$ cat config.mk
export PLATFORM = sky130hd
export DESIGN_NAME = usb_kbd_report_sched
export DESIGN_NICKNAME = d
export VERILOG_FILES = /design/src/rtl/usb_kbd_pkg.sv /design/src/rtl/usb_kbd_key_fifo.sv /design/src/rtl/usb_kbd_report_sched.sv
export SDC_FILE = /design/constraint.sdc
export NUM_CORES = 1
export LEC_CHECK = 0
export ABC_AREA = 1
export BUFFER_PORTS_ARGS = -buffer_cell sky130_fd_sc_hd__buf_2
export CAP_MARGIN = 10
export CORE_ASPECT_RATIO = 1.25
export CORE_MARGIN = 8
export CORE_UTILIZATION = 56
export DETAILED_ROUTE_END_ITERATION = 10
export PLACE_DENSITY = 0.85
export SYNTH_ARGS = -nofsm -noshare
export SYNTH_HDL_FRONTEND = slang
export SYNTH_HIERARCHICAL = 1
export SYNTH_SLANG_ARGS = --single-unit
$ cat constraint.sdc
create_clock -name clk -period 2.6 [get_ports clk]
set_clock_uncertainty 0.2 [all_clocks]
set_input_delay 0.52 -clock clk [delete_from_list [all_inputs] [get_ports clk]]
set_output_delay 0.52 -clock clk [all_outputs]
set_load 0.005 [all_outputs]
$ cat src/rtl/usb_kbd_pkg.sv
`timescale 1ns/1ps
`default_nettype none
// +--------------------------------------------------------------------------+
// | usb_kbd_pkg: shared state encoding and report layout | rev 1.0          |
// +--------------------------------------------------------------------------+
package usb_kbd_pkg;

  typedef enum logic [1:0] {
    ST_IDLE    = 2'd0,
    ST_PRESS   = 2'd1,
    ST_RELEASE = 2'd2,
    ST_GAP     = 2'd3
  } state_t;

  localparam int         REPORT_LEN = 8;
  localparam logic [2:0] MOD_IDX    = 3'd0;
  localparam logic [2:0] KEY_IDX    = 3'd2;
  localparam logic [2:0] LAST_IDX   = 3'(REPORT_LEN - 1);

endpackage
`default_nettype wire

$ cat src/rtl/usb_kbd_key_fifo.sv
`timescale 1ns/1ps
`default_nettype none
// +--------------------------------------------------------------------------+
// | usb_kbd_key_fifo: sync FIFO with flush, full/empty and count | rev 1.0  |
// +--------------------------------------------------------------------------+
module usb_kbd_key_fifo
  import usb_kbd_pkg::*;
#(
  parameter int  DEPTH = 8,
  parameter int  WIDTH = 16,
  localparam int AW    = (DEPTH > 1) ? $clog2(DEPTH) : 1,
  localparam int CW    = $clog2(DEPTH) + 1
) (
  input  logic             clk,
  input  logic             rst,
  input  logic             flush,
  input  logic             push,
  input  logic [WIDTH-1:0] wdata,
  input  logic             pop,
  output logic [WIDTH-1:0] rdata,
  output logic [CW-1:0]    count,
  output logic             full,
  output logic             empty
);

  logic [WIDTH-1:0] mem [DEPTH];
  logic [AW-1:0]    wr_ptr;
  logic [AW-1:0]    rd_ptr;
  logic             do_push;
  logic             do_pop;

  assign full    = (count == CW'(DEPTH));
  assign empty   = (count == '0);
  assign do_push = push & ~full & ~flush;
  assign do_pop  = pop & ~empty & ~flush;
  assign rdata   = mem[rd_ptr];

  // Storage is deliberately left out of reset; empty-queue contents are never read.
  always_ff @(posedge clk) begin
    if (do_push) begin
      mem[wr_ptr] <= wdata;
    end
  end

  always_ff @(posedge clk or posedge rst) begin
    if (rst) begin
      wr_ptr <= '0;
      rd_ptr <= '0;
      count  <= '0;
    end else if (flush) begin
      wr_ptr <= '0;
      rd_ptr <= '0;
      count  <= '0;
    end else begin
      if (do_push) wr_ptr <= wr_ptr + AW'(1);
      if (do_pop)  rd_ptr <= rd_ptr + AW'(1);
      case ({do_push, do_pop})
        2'b10:   count <= count + CW'(1);
        2'b01:   count <= count - CW'(1);
        default: count <= count;
      endcase
    end
  end

endmodule
`default_nettype wire

$ cat src/rtl/usb_kbd_report_sched.sv
`timescale 1ns/1ps
`default_nettype none
// +--------------------------------------------------------------------------+
// | usb_kbd_report_sched: key events -> 8-byte press/release HID reports | 1.0|
// +--------------------------------------------------------------------------+
module usb_kbd_report_sched
  import usb_kbd_pkg::*;
#(
  parameter int FIFO_DEPTH = 8,
  parameter int GAP_CYCLES = 60000
) (
  input  logic        clk,
  input  logic        rst,
  input  logic        usb_rstn,
  input  logic [15:0] key_value,
  input  logic        key_request,
  output logic        key_ready,
  output logic        key_overflow,
  output logic [7:0]  ep81_data,
  output logic        ep81_valid,
  input  logic        ep81_ready,
  output logic        busy
);

  localparam int            CW       = $clog2(FIFO_DEPTH) + 1;
  localparam int            GW       = (GAP_CYCLES > 1) ? $clog2(GAP_CYCLES) : 1;
  localparam logic [GW-1:0] GAP_LOAD = GW'((GAP_CYCLES > 0) ? GAP_CYCLES - 1 : 0);

  state_t        state;
  state_t        state_nxt;
  logic [2:0]    byte_cnt;
  logic [2:0]    byte_cnt_nxt;
  logic [GW-1:0] gap_cnt;
  logic [GW-1:0] gap_cnt_nxt;
  logic [15:0]   report;
  logic [15:0]   report_nxt;

  logic          fifo_full;
  logic          fifo_empty;
  logic [CW-1:0] fifo_count;
  logic [15:0]   fifo_rdata;
  logic          fifo_push;
  logic          fifo_pop;
  logic          xfer;

  assign key_ready    = ~fifo_full & usb_rstn;
  assign key_overflow = key_request & ~key_ready & usb_rstn;
  assign fifo_push    = key_request & key_ready;
  assign fifo_pop     = (state == ST_IDLE) & ~fifo_empty & usb_rstn;
  assign ep81_valid   = (state == ST_PRESS) | (state == ST_RELEASE);
  assign xfer         = ep81_valid & ep81_ready;
  assign busy         = (state != ST_IDLE) | (fifo_count != '0);

  usb_kbd_key_fifo #(
    .DEPTH (FIFO_DEPTH),
    .WIDTH (16)
  ) u_key_fifo (
    .clk   (clk),
    .rst   (rst),
    .flush (~usb_rstn),
    .push  (fifo_push),
    .wdata (key_value),
    .pop   (fifo_pop),
    .rdata (fifo_rdata),
    .count (fifo_count),
    .full  (fifo_full),
    .empty (fifo_empty)
  );

  // Output byte depends only on registered state, so ep81_ready never reaches it.
  always_comb begin
    ep81_data = 8'h00;
    if (state == ST_PRESS) begin
      case (byte_cnt)
        MOD_IDX: ep81_data = report[15:8];
        KEY_IDX: ep81_data = report[7:0];
        default: ep81_data = 8'h00;
      endcase
    end
  end

  always_ff @(posedge clk or posedge rst) begin
    if (rst) begin
      state    <= ST_IDLE;
      byte_cnt <= 3'd0;
      gap_cnt  <= '0;
      report   <= 16'h0000;
    end else begin
      state    <= state_nxt;
      byte_cnt <= byte_cnt_nxt;
      gap_cnt  <= gap_cnt_nxt;
      report   <= report_nxt;
    end
  end

  always_comb begin
    state_nxt    = state;
    byte_cnt_nxt = byte_cnt;
    gap_cnt_nxt  = gap_cnt;
    report_nxt   = report;
    if (!usb_rstn) begin
      // Link loss abandons any report in flight; it is never resumed.
      state_nxt    = ST_IDLE;
      byte_cnt_nxt = 3'd0;
      gap_cnt_nxt  = '0;
    end else begin
      case (state)
        ST_IDLE: begin
          if (!fifo_empty) begin
            report_nxt   = fifo_rdata;
            byte_cnt_nxt = 3'd0;
            state_nxt    = ST_PRESS;
          end
        end
        ST_PRESS: begin
          if (xfer) begin
            byte_cnt_nxt = byte_cnt + 3'd1;
            if (byte_cnt == LAST_IDX) begin
              byte_cnt_nxt = 3'd0;
              state_nxt    = ST_RELEASE;
            end
          end
        end
        ST_RELEASE: begin
          if (xfer) begin
            byte_cnt_nxt = byte_cnt + 3'd1;
            if (byte_cnt == LAST_IDX) begin
              byte_cnt_nxt = 3'd0;
              if (GAP_CYCLES == 0) begin
                state_nxt = ST_IDLE;
              end else begin
                state_nxt   = ST_GAP;
                gap_cnt_nxt = GAP_LOAD;
              end
            end
          end
        end
        ST_GAP: begin
          if (gap_cnt == '0) begin
            state_nxt = ST_IDLE;
          end else begin
            gap_cnt_nxt = gap_cnt - GW'(1);
          end
        end
        default: state_nxt = ST_IDLE;
      endcase
    end
  end

endmodule
`default_nettype wire

-- Yosys cells after proc, flatten, opt, wreduce, memory -nomap -nowiden
Memories as Yosys holds them, arrays and structs flattened. A register that Yosys moved wholly into a read port is not among the register bits.
Index checks and enable logic that the tools add are counted.
- memory bits (writable): 128
- register bits: 31
- output and inout port bits: 12
- memories kept: 1
- input port bits: 21
- bitwise operators: 16
- add/subtract/negate cells: 6
- equal/unequal tests: 21
- muxes and demuxes: 28
- reduce and logical (&&, ||, !) cells: 11
- memory list (name ; words ; width ; read ports ; clocked after memory_dff ; write ports ; line ; text):
    u_key_fifo.mem ; 8 ; 16 ; 1 ; 1 ; 1 ; usb_kbd_key_fifo.sv:26 ; logic [WIDTH-1:0] mem [DEPTH];
- operators with widths (kind ; number):
    $mux 16 ; 4
    $pmux 16 s2 ; 1
    $mux 3 ; 8
    $logic_not 16->1 ; 1
    $pmux 8 s2 ; 1
    $sub 16x1->16 const B ; 1
    $ne 3x3->1 const B ; 5
    $mux 2 ; 7
    $ne 3x2->1 const B ; 4
    $and 1x1->1 ; 11
    $add 3x1->3 const B ; 3
    $mux 8 ; 1
    $pmux 2 s4 ; 1
    $pmux 4 s2 ; 1
    $eq 2x2->1 const B ; 3
    $ne 3x1->1 const B ; 2
    $pmux 3 s2 ; 1
    $reduce_and 3->1 ; 2
    $reduce_and 6->1 ; 1
    $add 4x1->4 const B ; 1
    $eq 2x1->1 const B ; 2
    $eq 4x4->1 const B ; 1
    $logic_not 4->1 ; 1
    $mux 4 ; 1
    other kinds (13) ; 18

-- Longest topological paths before layout
Gate-level depths: netlist of the first run.
- word-level depth: 9
- gate-level depth with buffers: 18

-- By module
The synthesis of the first run kept the hierarchy.
- modules (own cells, without submodules) (module ; cells an instance ; area each (µm²) ; times used ; seq. area each (µm²)):
    usb_kbd_key_fifo ; 467 ; 5720.5 ; 1 ; 4093.9
    usb_kbd_report_sched ; 321 ; 2234.6 ; 1 ; 925.9

-- Worst setup path after synthesis of the first run
OpenSTA, ideal clock, no wires.
- path kind: flip-flop to flip-flop
- start point: register u_key_fifo.count[0]
- end point: memory u_key_fifo.mem[0][0], enable pin
- data required time: 2.012 ns
- slack: -0.091 ns
- cell stages (with the launch flop): 9
- arrival time: 2.103 ns
- cells stage by stage: dfrtp_1 -> nor2_4 -> nand2_4 -> inv_1 -> nor3_1 -> nand3_1 -> inv_1 -> nand2_1 -> nor2_1
- word-level cells in the longest chain between the ends: 8
- ends and longest elaborated chain (element ; line ; text):
    start, declared ; usb_kbd_key_fifo.sv:21 ; output logic [CW-1:0] count,
    start signal, assigned ; usb_kbd_key_fifo.sv:58 ; 2'b10: count <= count + CW'(1);
    start signal, assigned ; usb_kbd_key_fifo.sv:59 ; 2'b01: count <= count - CW'(1);
    start signal, assigned ; usb_kbd_key_fifo.sv:60 ; default: count <= count;
    $eq 4x4->1 ; usb_kbd_key_fifo.sv:32 ; assign full = (count == CW'(DEPTH));
    via fifo_full ; usb_kbd_report_sched.sv:38 ; logic fifo_full;
    $not 1->1 ; usb_kbd_report_sched.sv:46 ; assign key_ready = ~fifo_full & usb_rstn;
    $and 1x1->1 ; usb_kbd_report_sched.sv:46 ;
    $and 1x1->1 ; usb_kbd_report_sched.sv:48 ; assign fifo_push = key_request & key_ready;
    via fifo_push ; usb_kbd_report_sched.sv:42 ; logic fifo_push;
    $and 1x1->1 (2 in series) ; usb_kbd_key_fifo.sv:34 ; assign do_push = push & ~full & ~flush;
    $mux 1 ; usb_kbd_key_fifo.sv:40 ; if (do_push) begin
    $mux 1 (not written as such) ; usb_kbd_key_fifo.sv:41 ; mem[wr_ptr] <= wdata;
    end, declared ; usb_kbd_key_fifo.sv:26 ;
The timed path passes the listed nets, and every way through them passes these cells.

-- Worst setup path after layout of the first run
- start point: register byte_cnt[0]
- end point: output port ep81_data[2]
- word-level cells in the longest chain between the ends: 3
- ends and longest elaborated chain (element ; line ; text):
    start, declared ; usb_kbd_report_sched.sv:31 ; logic [2:0] byte_cnt;
    start signal, assigned ; usb_kbd_report_sched.sv:90 ; byte_cnt <= byte_cnt_nxt;
    $eq 3x2->1 / $logic_not 3->1 (equally long branches) ; usb_kbd_report_sched.sv:74 ; case (byte_cnt)
    $pmux 8 s2 (*) ; usb_kbd_report_sched.sv:74 ;
    $mux 8 (*) ; usb_kbd_report_sched.sv:73 ; if (state == ST_PRESS) begin
    end, declared ; usb_kbd_report_sched.sv:19 ; output logic [7:0] ep81_data,
Mark *: on every way between the ends. The rest lies on a longest branch, timed or not.

==> impl_summary.md, run 1 <==
Global routing
The first global-routing pass estimated 27,900 µm of wire. After global routing the overflow that remains totals 0. The via count of the first global-routing pass is between 5,000 and 6,000. In the global route stage, overall resource usage came out at 0.197.

The number of antenna violations at the first check in global routing is 0. The pin count of the biggest net entering global routing is 41.

Setup path
STA classifies the critical path endpoint as a primary output. The worst setup path is launched from a flop. The startpoint of the most critical register-to-register path is u_key_fifo/count[2].

The setup slack on the worst flop-to-flop path is 0.16 ns. The maximum fanout along the worst path is 8. The critical path class is flop to primary output. STA puts the critical path data required time at 1.88 ns. Data arrives at the worst endpoint at 1.81 ns. The worst setup path startpoint is byte_cnt[0].

Final layout
The library cell used most frequently in the layout, excluding fill and tap cells, is sky130_fd_sc_hd__nand2_1. The area growth from synthesis to layout is 14.0%. The number of inserted filler cells in the final layout is 1,028. The number of antenna diodes in the final layout is 0. In the final layout, the share of cells above drive strength 1 is 0.156.

At the end of the flow, the number of nets in the layout was 874. Measured on the finished design, the core utilization comes to 0.654. In the layout the commonest cells are 200 x sky130_fd_sc_hd__nand2_1, 128 x sky130_fd_sc_hd__edfxtp_1, 119 x sky130_fd_sc_hd__nor2_1, 54 x sky130_fd_sc_hd__o21ai_1, 44 x sky130_fd_sc_hd__dfrtp_1.

Synth
The post-synthesis net count is 823. A synthesized cell averages around 10 µm². For this run, the number of Yosys warnings is 6. The synthesized design contains 128 enable-type register cells. The number of instances in the synthesized netlist is 788.

In this run, distinct cell masters in the synthesized netlist total 37. In the synthesized netlist the dominant register cell turns out to be sky130_fd_sc_hd__edfxtp_1. In the synthesized netlist the async set-or-reset flop fraction comes to 0.269. The synthesized design contains 175 register bits.

The combined area of all synthesized cells is 7960 µm². The sequential fraction of the synthesis area is 0.631.

Route
The total routed wirelength is ~17,000 µm. The first TritonRoute pass finished after 5 iterations. The iteration-0 DRC count of the detailed router is 413.

The detailed router placed ~5,700 vias in this run. The post-route antenna net violation count is 0. Dividing the detail-routed wire length by the instance count gives 16.8 µm. In the routed design, unresolved DRC markers number 0. The via count normalized by instance count is ~5.6.

Power
The power consumption is 8040 µW. For this design the static power due to leakage is roughly 0.0037 µW. Dividing total power by cell area gives a power density of 886 nW/µm². Of the total power, the clock network draws 0.311. The portion of total power attributed to combinational logic is 0.247. The internal power component is 5370 µW.

The worst-case IR drop observed on VDD is 0.569 mV. The switching part of the total power is 0.332. The share of total power dissipated in sequential elements is 0.442.

The switching power of the nets is 2670 µW.

Placement
Detailed placement finished with a half-perimeter wire length of ~11,000 µm. Port buffering added 32 buffers. The congestion estimate from routability-driven global placement came to 0.840.

Timing
The number of setup violations in the final report is 0. Timing would allow up to approximately 400 MHz. Setup total negative slack on the finished layout was measured at 0 ns. The ratio of final minimum period to clock period is 0.972. For the pin with the worst max-slew slack, the measured transition is 0.645 ns. The number of failing hold endpoints at the final stage is 0. The minimum clock period after layout is 2.53 ns.

The count of pins over their slew limit is 0. The relative slew slack is 0.570.

CTS
TritonCTS built the clock tree. The deepest level of the CTS H-tree is 4. The CTS sink count is ~180. The clock slew seen by the registers of the worst setup and hold paths is approximately 0.070 ns. The clock reaches the later pin of the worst-skew pair after 0.42 ns. The maximum clock insertion buffer count is 2. The cell sitting at the root of the clock tree is a sky130_fd_sc_hd__clkbuf_16. TritonCTS created 17 clock buffers. Buffers added to address setup during post-CTS repair amount to 0.

Floorplan
During I/O placement, the number of pins put on the boundary was 33. The area inside the core boundary is approximately 14,000 µm². The total die area is 18,300 µm². The number of placement rows is 48. The initial core utilization is 0.573. From bottom edge to top edge, the die measures 149 µm. The floorplan step set the die width to about 120 µm.

Job
The max-cap violation count is 0.

Hold path
The path class of the lowest-slack min-delay path is input pin to flop. The launch instance of the worst min-delay path is key_value[6].

Run status
The run finished with clean final reports.
-- through the flow --
stage / std cells / area (µm²) / hold slack (ns) / setup WS [ns]
after floorplan: 788 / 7960 / 0.160 / -0.0910
after global placement: 994 / 8420 / 0.258 / 0.0980
after detailed placement: 994 / 8420 / 0.261 / 0.0242
after CTS: 1027 / 9020 / 0.147 / 0.0267
after global routing: 1027 / 9070 / 0.173 / -0.000249
final: 1027 / 9070 / 0.171 / 0.0732
-- metal layers --
layer / up-vias / wire, µm / track usage / share of wire
met3: 28 / 950 / 0.0455 / 0.055
li1: 2766 / - / - / -
met1: 2770 / 6840 / 0.228 / 0.40
met2: 169 / 9200 / 0.346 / 0.53
met4: 0 / 282 / 0.0788 / 0.016
met5: - / 0 / 0 / 0
-- layout make-up --
| cell class | count | area (µm²) | area share |
|---|---|---|---|
| clock buffers | 17 | 425 | 0.0469 |
| clock inverters | 15 | 159 | 0.0175 |
| inverters | 47 | 205 | 0.0226 |
| multi-input cells | 539 | 2620 | 0.289 |
| flip-flops and latches | 175 | 5020 | 0.554 |
| well taps | 175 | 219 | 0.0241 |
| repair buffers | 59 | 415 | 0.0458 |
-- power groups by stage --
stage	clock network, µW	logic (µW)	registers [µW]
after floorplan	0	1510	3500
after global placement	0	1850	3580
after detailed placement	0	1910	3590
after CTS	2540	1940	3540
after global routing	2650	2250	3580
final	2500	1980	3550
-- critical path, stage by stage (launching register included) --
cell                      delay [ns]
sky130_fd_sc_hd__dfrtp_1        0.41
sky130_fd_sc_hd__inv_1          0.12
sky130_fd_sc_hd__ha_1           0.16
sky130_fd_sc_hd__inv_1          0.07
sky130_fd_sc_hd__nor2_4         0.19
sky130_fd_sc_hd__nand2_1        0.08
sky130_fd_sc_hd__a21oi_1        0.20
sky130_fd_sc_hd__buf_2          0.16
-- flip-flops by register name, indices dropped and copies added (netlist names) --
signal	cells
u_key_fifo/mem	128
gap_cnt	16
report	16
u_key_fifo/count	4
byte_cnt	3
u_key_fifo/rd_ptr	3
u_key_fifo/wr_ptr	3
state	2
-- synth_stat cells (2+ instances only) --
master                     count  area, µm²
sky130_fd_sc_hd__a21oi_1      33        165
sky130_fd_sc_hd__a31oi_1      17        106
sky130_fd_sc_hd__buf_2         9       45.0
sky130_fd_sc_hd__buf_4         2       15.0
sky130_fd_sc_hd__buf_6         5       56.3
sky130_fd_sc_hd__clkbuf_1     10       37.5
sky130_fd_sc_hd__dfrtp_1      47       1180
sky130_fd_sc_hd__edfxtp_1    128       3840
sky130_fd_sc_hd__ha_1         13        163
sky130_fd_sc_hd__inv_1        39        146
sky130_fd_sc_hd__inv_2         5       18.8
sky130_fd_sc_hd__nand2_1     200        751
sky130_fd_sc_hd__nand2_2       5       31.3
sky130_fd_sc_hd__nand2_4       6       67.6
sky130_fd_sc_hd__nand3_1      19       95.1
sky130_fd_sc_hd__nand4_1       6       37.5
sky130_fd_sc_hd__nor2_1      121        454
sky130_fd_sc_hd__nor2_2        5       31.3
sky130_fd_sc_hd__nor2_4        4       45.0
sky130_fd_sc_hd__nor3_1        2       10.0
sky130_fd_sc_hd__o21ai_0      42        210
sky130_fd_sc_hd__o21ai_1      54        270
sky130_fd_sc_hd__o21bai_1      2       15.0
-- worst paths after layout --
kind / end / cells after the start
max: ep81_data[2] / 7
max reg2reg: u_key_fifo/count[3] / 18
min reg2reg: report[13] / 2
min in group asynchronous: u_key_fifo/count[0] / 3
min: u_key_fifo/mem[1][6] / 1
max in group asynchronous: byte_cnt[2] / 4
-- kinds of logic after synthesis --
| logic type | share of synthesized area |
|---|---|
| DFF | 0.631 |
| xor gates and xnor gates | 0.00220 |
| AOI/OAI and AO/OA | 0.101 |
| buffers and inverters | 0.0456 |
| and+or+nand+nor | 0.198 |
| adders and majority gates | 0.0230 |
-- timing repair --
item	4_1_cts	5_1_grt
hold buffers	1	0
resized for setup	2	11
endpoints found under the hold margin	10	0
setup endpoints to repair	8	9
Power figures use the tool's default switching activity.
==> inputs of run 2 (changes only) <==
--- a/config.mk
+++ b/config.mk
@@ -10,10 +10,9 @@
 export CAP_MARGIN = 10
 export CORE_ASPECT_RATIO = 1.25
 export CORE_MARGIN = 8
-export CORE_UTILIZATION = 56
+export CORE_UTILIZATION = 55
 export DETAILED_ROUTE_END_ITERATION = 10
-export PLACE_DENSITY = 0.85
+export PLACE_DENSITY = 0.84
 export SYNTH_ARGS = -nofsm -noshare
 export SYNTH_HDL_FRONTEND = slang
-export SYNTH_HIERARCHICAL = 1
 export SYNTH_SLANG_ARGS = --single-unit
==> impl_summary.md, run 2 <==
Power
The internal power component is 5450 µW (was 5370 µW). The maximum vdd drop is 0.596 mV (was 0.569 mV). The switching power of the nets is 3140 µW (was 2670 µW). The portion of total power attributed to combinational logic came to 0.290 (was 0.247). The leakage power summed over all cells is 0.00354 µW (was 0.00367 µW). The proportion of power drawn by the clock network was 0.294 (was 0.311). The power consumption is 8590 µW (was 8040 µW). The cell area power density is 963 nW/µm² (was 886 nW/µm²).

The fraction of power consumed by sequential logic is 0.416 (was 0.442). The switching part of the total power is 0.365 (was 0.332).

Final layout
The share of post-route cells with drive strength above 1 is 0.176 (was 0.156). Top flop regs: u_key_fifo.mem (128), gap_cnt (16), report (16) (was u_key_fifo/mem (128), gap_cnt (16), report (16)). The register with the most flip-flops is u_key_fifo.mem (was u_key_fifo/mem). The count of antenna diodes in the layout is 0 (unchanged). The flip-flop count of the largest register, all copies and words added is 128 (unchanged).

The final layout net count is 805 (was 874). The most common library cell in the layout ignoring fill and taps is sky130_fd_sc_hd__nand2_1 (unchanged). Highest-count cells in the layout ignoring fill and taps: 145 x sky130_fd_sc_hd__nand2_1, 128 x sky130_fd_sc_hd__edfxtp_1, 94 x sky130_fd_sc_hd__nor2_1, 73 x sky130_fd_sc_hd__o21ai_0, 47 x sky130_fd_sc_hd__dfrtp_1 (was 200 x sky130_fd_sc_hd__nand2_1, 128 x sky130_fd_sc_hd__edfxtp_1, 119 x sky130_fd_sc_hd__nor2_1, 54 x sky130_fd_sc_hd__o21ai_1, 44 x sky130_fd_sc_hd__dfrtp_1). The area of all placed cells without fillers is 8920 µm² (was 9070 µm²). The area growth from synthesis to layout was 13.8% (was 14.0%).

Route
The post-route antenna net violation count is 0 (unchanged). The via count normalized by instance count came to 5.84 (was 5.58). The iteration-0 DRC count of the detailed router is 551 (was 413).

The total routed wirelength is 17,400 µm (was 17,300 µm). The number of optimization iterations in the first detailed-route pass is 5 (unchanged). The routed via count is 5,610 (was 5,733). The post-detailed-route DRC marker count is 0 (unchanged). The mean routed wirelength per cell is 18.1 µm (was 16.8 µm).

Run status
Outcome: complete, no violations (unchanged).

CTS
The buffers inserted during post-CTS setup optimization is 0 (unchanged). The root buffer selected by CTS is sky130_fd_sc_hd__clkbuf_16 (unchanged). The CTS sink count is 175 (unchanged). The maximum clock insertion buffer count was 2 (unchanged).

The clock insertion delay at the later pin of the skew report is 0.43 ns (was 0.42 ns). The clock slew seen by the registers of the worst setup and hold paths is 0.08 ns (was 0.07 ns). The deepest level of the CTS H-tree is 4 (unchanged). The clock buffer count from CTS is 17 (unchanged). The clock tree from TritonCTS is built (unchanged).

Timing
The minimum clock period after layout came to 2.41 ns (was 2.53 ns). The number of setup violations in the final report was 0 (unchanged). The number of failing hold endpoints at the final stage is 0 (unchanged). The relative slew slack is 0.581 (was 0.570). The maximum operating frequency is 415 MHz (was 396 MHz). The count of pins over their slew limit is 0 (unchanged). The ratio of final minimum period to clock period came to 0.928 (was 0.972). The measured slew at the worst slew-check pin is 0.629 ns (was 0.645 ns).

Global routing
The via count of the first global-routing pass is 5,382 (was 5,755). The final global-route overflow total is 0 (unchanged). The pin count of the biggest net entering global routing came to 66 (was 41). The number of antenna violations at the first check in global routing is 0 (unchanged).

The total global routing track utilization is 0.198 (was 0.197). The wire length of the first global-routing pass was 27,600 µm (was 27,900 µm).

Synth
The most instantiated flip-flop cell in the synthesis netlist is sky130_fd_sc_hd__edfxtp_1 (unchanged). The number of instances in the synthesized netlist is 723 (was 788). The combined area of all synthesized cells was 7840 µm² (was 7960 µm²). The most numerous cell in the Yosys netlist is sky130_fd_sc_hd__nand2_1 (unchanged). The mean post-synth cell area is 10.8 µm² (was 10.1 µm²). The number of enable flip-flop cells after synthesis came to 128 (unchanged).

The post-synthesis net count is 759 (was 823). The number of warnings reported in the yosys synthesis log is 0 (was 6). The post-synthesis register bit count came to 175 (unchanged).

Top post-synthesis cells by area: sky130_fd_sc_hd__edfxtp_1 49%, sky130_fd_sc_hd__dfrtp_1 15%, sky130_fd_sc_hd__nand2_1 6.9%, sky130_fd_sc_hd__o21ai_0 4.7%, sky130_fd_sc_hd__nor2_1 4.6% (was sky130_fd_sc_hd__edfxtp_1 48%, sky130_fd_sc_hd__dfrtp_1 15%, sky130_fd_sc_hd__nand2_1 9.4%, sky130_fd_sc_hd__nor2_1 5.7%, sky130_fd_sc_hd__o21ai_1 3.4%). List of most frequent post-synthesis cells: 145 x sky130_fd_sc_hd__nand2_1, 128 x sky130_fd_sc_hd__edfxtp_1, 96 x sky130_fd_sc_hd__nor2_1, 73 x sky130_fd_sc_hd__o21ai_0, 47 x sky130_fd_sc_hd__dfrtp_1 (was 200 x sky130_fd_sc_hd__nand2_1, 128 x sky130_fd_sc_hd__edfxtp_1, 121 x sky130_fd_sc_hd__nor2_1, 54 x sky130_fd_sc_hd__o21ai_1, 47 x sky130_fd_sc_hd__dfrtp_1). The number of library cell types mapped by synthesis is 35 (was 37). The async set or reset register ratio after synthesis is 0.269 (unchanged). The area share of the leading cell type in the synthesized netlist is 0.490 (was 0.483). The cell type with the largest total area after synthesis is sky130_fd_sc_hd__edfxtp_1 (unchanged).

The sequential fraction of the synthesis area is 0.641 (was 0.631).

Floorplan
The area inside the core boundary is 14,200 µm² (was 13,900 µm²). The number of top-level design ports is 33 (unchanged). The horizontal extent of the die is 123 µm (about the same). The total die area is 18,300 µm² (about the same). The die height is 149 µm (about the same). The number of placement rows is 49 (was 48). The initial core utilization is 0.553 (was 0.573).

Setup path
The slowest stage cell on the critical path is sky130_fd_sc_hd__dfrtp_1 (unchanged). The terminus of the critical flop-to-flop path is u_key_fifo.count[3] (was u_key_fifo/count[3]). The delay of the slowest cell on the worst path was 0.40 ns (was 0.41 ns). The critical path data required time is 1.88 ns (about the same). Cells along the critical path: inv_2, ha_1, inv_1, nor2_4, nand2_1, a21oi_1, buf_2 (was inv_1, ha_1, inv_1, nor2_4, nand2_1, a21oi_1, buf_2). The setup slack on the worst flop-to-flop path is 0.22 ns (was 0.16 ns). The element type at the critical path end is a primary output (unchanged). The count of cells along the worst register-to-register path is 16 (was 18). The startpoint of the most critical register-to-register path is state[0] (was u_key_fifo/count[2]). The critical path data arrival time was 1.69 ns (was 1.81 ns).

The maximum fanout along the worst path is 8 (unchanged). The startpoint type of the worst setup path is a flop (unchanged). The critical path class is flop to primary output (unchanged).

Hold path
The worst hold path cell count is 1 (unchanged). The launch instance of the worst min-delay path is key_value[0] (was key_value[6]). The path class of the lowest-slack min-delay path was input pin to flop (unchanged).

The hold path endpoint is u_key_fifo.mem[2][0] (was u_key_fifo/mem[1][6]).

Placement
The routability-driven placement congestion ratio is 0.849 (was 0.840). The total of buffers placed on input and output ports is 32 (unchanged). The placed cell area came to 8270 µm² (was 8420 µm²). The detailed placement HPWL came to 10,800 µm (was 11,100 µm).

Job
The max-cap violation count came to 0 (unchanged).
-- run 2: metrics by stage --
step | TNS (ns) | hold slack, ns | util | worst slack [ns] | instances
after CTS | 0 | 0.135 | 0.629 | 0.0103 | 960
final | 0 | 0.142 | 0.630 | 0.188 | 960
after floorplan | 0 | 0.249 | - | 0.295 | 723
after global placement | 0 | 0.265 | 0.584 | 0.318 | 927
after global routing | -0.00864 | 0.138 | 0.630 | -0.00864 | 960
after detailed placement | 0 | 0.271 | 0.584 | 0.226 | 927
-- run 2: what timing repair did --
| item | 4_1_cts | 5_1_grt |
|---|---|---|
| hold buffers | 1 | 0 |
| pin swaps | 0 | 1 |
| hold endpoints to repair | 47 | 0 |
| gates resized for setup | 3 | 5 |
| endpoints found under the setup margin | 8 | 9 |
-- run 2: power by group through the flow --
stage / Clock (µW) / Sequential (µW) / Combinational, µW
after global routing: 2690 / 3600 / 2800
final: 2530 / 3570 / 2490
after detailed placement: 0 / 3620 / 2400
after floorplan: 0 / 3560 / 1830
after CTS: 2560 / 3570 / 2460
after global placement: 0 / 3610 / 2320
-- run 2: how the worst max path moves through the flow --
stage	startpoint	to	slack (ns)
after CTS	byte_cnt[0]	ep81_data[1]	0.01
after global routing	state[0]	u_key_fifo.count[3]	-0.009
after floorplan	usb_rstn	u_key_fifo.mem[0][0]	0.30
after detailed placement	state[0]	u_key_fifo.count[3]	0.23
after global placement	state[0]	u_key_fifo.count[3]	0.32
final	byte_cnt[0]	ep81_data[2]	0.19
-- run 2: metal layers --
metal,global-route usage,wire length [µm]
met2,0.324,8740
met1,0.247,7080
met3,0.0479,1220
met4,0.0819,357
met5,0,0
-- run 2: layout make-up --
cell class	count	area [µm²]
Tap cell	178	223
Timing Repair Buffer	61	418
Clock buffer	17	425
Fill cell	1072	5250
Clock inverter	15	188
Inverter	46	173
Sequential cell	175	5020
Multi-Input combinational cell	468	2470
-- run 2: cell families after synthesis --
| kind of cell | share of synthesized area |
|---|---|
| flops | 0.641 |
| fa+ha+maj | 0.0249 |
| simple gates | 0.166 |
| buf+inv | 0.0474 |
| xor+xnor | 0.00335 |
| compound gates | 0.118 |
-- run 2: critical path: cells and delay by family, from the launching register on --
family	cells	cell delay (ns)
AO/OA/AOI/OAI	1	0.16
buffers and inverters	3	0.29
adder cells (fa/ha/maj)	1	0.15
AND/OR/NAND/NOR	2	0.26
flip-flops	1	0.40
==> inputs of run 3 (changes only) <==
--- a/config.mk
+++ b/config.mk
@@ -12,7 +12,7 @@
 export CORE_MARGIN = 8
 export CORE_UTILIZATION = 55
 export DETAILED_ROUTE_END_ITERATION = 10
-export PLACE_DENSITY = 0.84
+export PLACE_DENSITY = 0.75
 export SYNTH_ARGS = -nofsm -noshare
 export SYNTH_HDL_FRONTEND = slang
 export SYNTH_SLANG_ARGS = --single-unit
==> impl_summary.md, run 3 (synthesized netlist as in run 2, its figures left out) <==
Setup path
The critical path data arrival time is 1.70 ns (was 1.69 ns). The critical path class is flop to primary output (unchanged). The element type at the critical path end is a primary output (unchanged). The startpoint type of the worst setup path is a flop (unchanged).

The critical path data required time is 1.88 ns (about the same). The count of cells along the worst register-to-register path is 16 (unchanged). The maximum fanout along the worst path was 8 (unchanged).

Placement
The placed cell area is 8180 µm² (was 8270 µm²). The detailed placement HPWL is 11,000 µm (was 10,800 µm). The routability-driven placement congestion ratio is 0.875 (was 0.849). The total of buffers placed on input and output ports is 32 (unchanged).

Power
The switching power of the nets is 3020 µW (was 3140 µW). The fraction of power consumed by sequential logic is 0.419 (was 0.416). The portion of total power attributed to combinational logic came to 0.283 (was 0.290). The leakage power summed over all cells is 0.00348 µW (was 0.00354 µW). The power consumption is 8590 µW (about the same). The proportion of power drawn by the clock network is 0.298 (was 0.294). The cell area power density is 975 nW/µm² (was 963 nW/µm²). The internal power component is 5570 µW (was 5450 µW). The maximum vdd drop was 0.709 mV (was 0.596 mV). The switching part of the total power is 0.352 (was 0.365).

CTS
The clock slew seen by the registers of the worst setup and hold paths was 0.07 ns (was 0.08 ns). The deepest level of the CTS H-tree is 4 (unchanged). The CTS sink count was 175 (unchanged). The clock buffer count from CTS is 17 (unchanged). The maximum clock insertion buffer count is 2 (unchanged).

The clock tree from TritonCTS is built (unchanged). The clock insertion delay at the later pin of the skew report is 0.43 ns (about the same). The root buffer selected by CTS is sky130_fd_sc_hd__clkbuf_16 (unchanged). The buffers inserted during post-CTS setup optimization was 0 (unchanged).

Global routing
The via count of the first global-routing pass was 5,555 (was 5,382). The total global routing track utilization came to 0.202 (was 0.198). The final global-route overflow total was 0 (unchanged). The wire length of the first global-routing pass was 28,400 µm (was 27,600 µm). The pin count of the biggest net entering global routing is 66 (unchanged). The number of antenna violations at the first check in global routing is 0 (unchanged).

Floorplan
The die height is 149 µm (unchanged). The area inside the core boundary is 14,200 µm² (unchanged). The number of top-level design ports is 33 (unchanged). The total die area came to 18,300 µm² (unchanged). The initial core utilization was 0.553 (unchanged). The number of placement rows was 49 (unchanged). The horizontal extent of the die is 123 µm (unchanged).

Timing
The measured slew at the worst slew-check pin is 0.625 ns (was 0.629 ns). The final-layout setup total negative slack is 0 ns (unchanged). The count of pins over their slew limit is 0 (unchanged). The number of setup violations in the final report was 0 (unchanged). The minimum clock period after layout is 2.42 ns (was 2.41 ns).

The number of failing hold endpoints at the final stage is 0 (unchanged). The relative slew slack was 0.583 (was 0.581). Setup repair after global routing could not meet its margin everywhere. The ratio of final minimum period to clock period is 0.929 (was 0.928).

The maximum operating frequency is 414 MHz (was 415 MHz).

Final layout
The most common library cell in the layout ignoring fill and taps is sky130_fd_sc_hd__nand2_1 (unchanged). Top flop regs: u_key_fifo.mem (128), gap_cnt (16), report (16) (unchanged). The flip-flop count of the largest register, all copies and words added is 128 (unchanged).

The area growth from synthesis to layout is 12.4% (was 13.8%). The count of antenna diodes in the layout is 0 (unchanged). The share of post-route cells with drive strength above 1 is 0.169 (was 0.176).

The register with the most flip-flops is u_key_fifo.mem (unchanged). Highest-count cells in the layout ignoring fill and taps: 145 x sky130_fd_sc_hd__nand2_1, 128 x sky130_fd_sc_hd__edfxtp_1, 93 x sky130_fd_sc_hd__nor2_1, 73 x sky130_fd_sc_hd__o21ai_0, 46 x sky130_fd_sc_hd__dfrtp_1 (was 145 x sky130_fd_sc_hd__nand2_1, 128 x sky130_fd_sc_hd__edfxtp_1, 94 x sky130_fd_sc_hd__nor2_1, 73 x sky130_fd_sc_hd__o21ai_0, 47 x sky130_fd_sc_hd__dfrtp_1). The area of all placed cells without fillers was 8810 µm² (was 8920 µm²).

The final layout net count came to 798 (was 805).

Hold path
The path class of the lowest-slack min-delay path is input pin to flop (unchanged). The worst hold path cell count was 1 (unchanged).

Route
The via count normalized by instance count is 5.79 (was 5.84). The number of optimization iterations in the first detailed-route pass came to 5 (unchanged). The post-route antenna net violation count came to 0 (unchanged). The total routed wirelength came to 17,400 µm (about the same).

The post-detailed-route DRC marker count is 0 (unchanged). The mean routed wirelength per cell is 18.2 µm (was 18.1 µm). The routed via count is 5,518 (was 5,610). The iteration-0 DRC count of the detailed router is 478 (was 551).

Job
The max-cap violation count came to 0 (unchanged).

Run status
Outcome: complete, no violations (unchanged).
-- run 3: cell types whose count changed in the layout (fill, tap and decap cells not counted), moves of 2 or more --
cell	before	now
sky130_fd_sc_hd__inv_6	3	5
sky130_fd_sc_hd__buf_4	25	21
sky130_fd_sc_hd__buf_12	3	0
sky130_fd_sc_hd__clkinvlp_4	1	3
sky130_fd_sc_hd__bufinv_16	0	2
sky130_fd_sc_hd__a21oi_1	9	11
sky130_fd_sc_hd__clkinv_8	6	0
sky130_fd_sc_hd__a21oi_2	4	2
-- run 3: final timing paths --
| path | start | endpoint | slack [ns] |
|---|---|---|---|
| setup / recovery | byte_cnt[0] | ep81_data[2] | 0.18 |
| hold / removal | key_value[0] | u_key_fifo.mem[7][0] | 0.14 |
| setup reg to reg | state[1] | u_key_fifo.count[3] | 0.22 |
| hold reg to reg | report[6] | report[6] | 0.29 |
| max in group asynchronous | rst | state[0] | 1.07 |
| min in group asynchronous | rst | gap_cnt[13] | 0.37 |
-- run 3: layout make-up --
cell class / count / area [µm²]
sequential: 175 / 5020
fill: 1074 / 5350
timing repair buffer: 54 / 328
inverter: 46 / 173
clock inverter: 15 / 175
clock buffer: 17 / 425
multi-input combinational: 468 / 2470
tap: 178 / 223
-- run 3: timing repair --
item,CTS,global route
hold endpoints to repair,13,0
hold buffers,1,0
gates resized for setup,2,6
setup endpoints to repair,8,9
-- run 3: layer usage --
| layer | vias to the layer above | part of all wire | track usage |
|---|---|---|---|
| met5 | - | 0 | 0 |
| met3 | 49 | 0.054 | 0.0408 |
| met2 | 178 | 0.50 | 0.329 |
| met4 | 0 | 0.030 | 0.112 |
| li1 | 2615 | - | - |
| met1 | 2676 | 0.41 | 0.247 |
-- run 3: critical path, cell delays in order (launching register included) --
cell	delay [ns]
sky130_fd_sc_hd__dfrtp_1	0.39
sky130_fd_sc_hd__inv_1	0.11
sky130_fd_sc_hd__ha_1	0.16
sky130_fd_sc_hd__inv_1	0.06
sky130_fd_sc_hd__nor2_4	0.16
sky130_fd_sc_hd__nand2_1	0.08
sky130_fd_sc_hd__a21oi_1	0.17
sky130_fd_sc_hd__buf_2	0.14
-- run 3: through the flow --
step / cells / setup WS (ns) / util / hold slack (ns)
6_report: 953 / 0.184 / 0.622 / 0.143
2_1_floorplan: 723 / 0.295 / - / 0.249
5_1_grt: 953 / 0.000364 / 0.622 / 0.140
3_3_place_gp: 920 / 0.315 / 0.577 / 0.273
4_1_cts: 953 / 0.0863 / 0.621 / 0.128
3_5_place_dp: 920 / 0.145 / 0.577 / 0.271
-- run 3: power by group through the flow --
| stage | logic (µW) | registers [µW] | clock network, µW |
|---|---|---|---|
| after floorplan | 1830 | 3560 | 0 |
| after global placement | 2290 | 3630 | 0 |
| after detailed placement | 2400 | 3640 | 0 |
| after CTS | 2410 | 3590 | 2590 |
| after global routing | 2760 | 3630 | 2710 |
| final | 2430 | 3600 | 2560 |
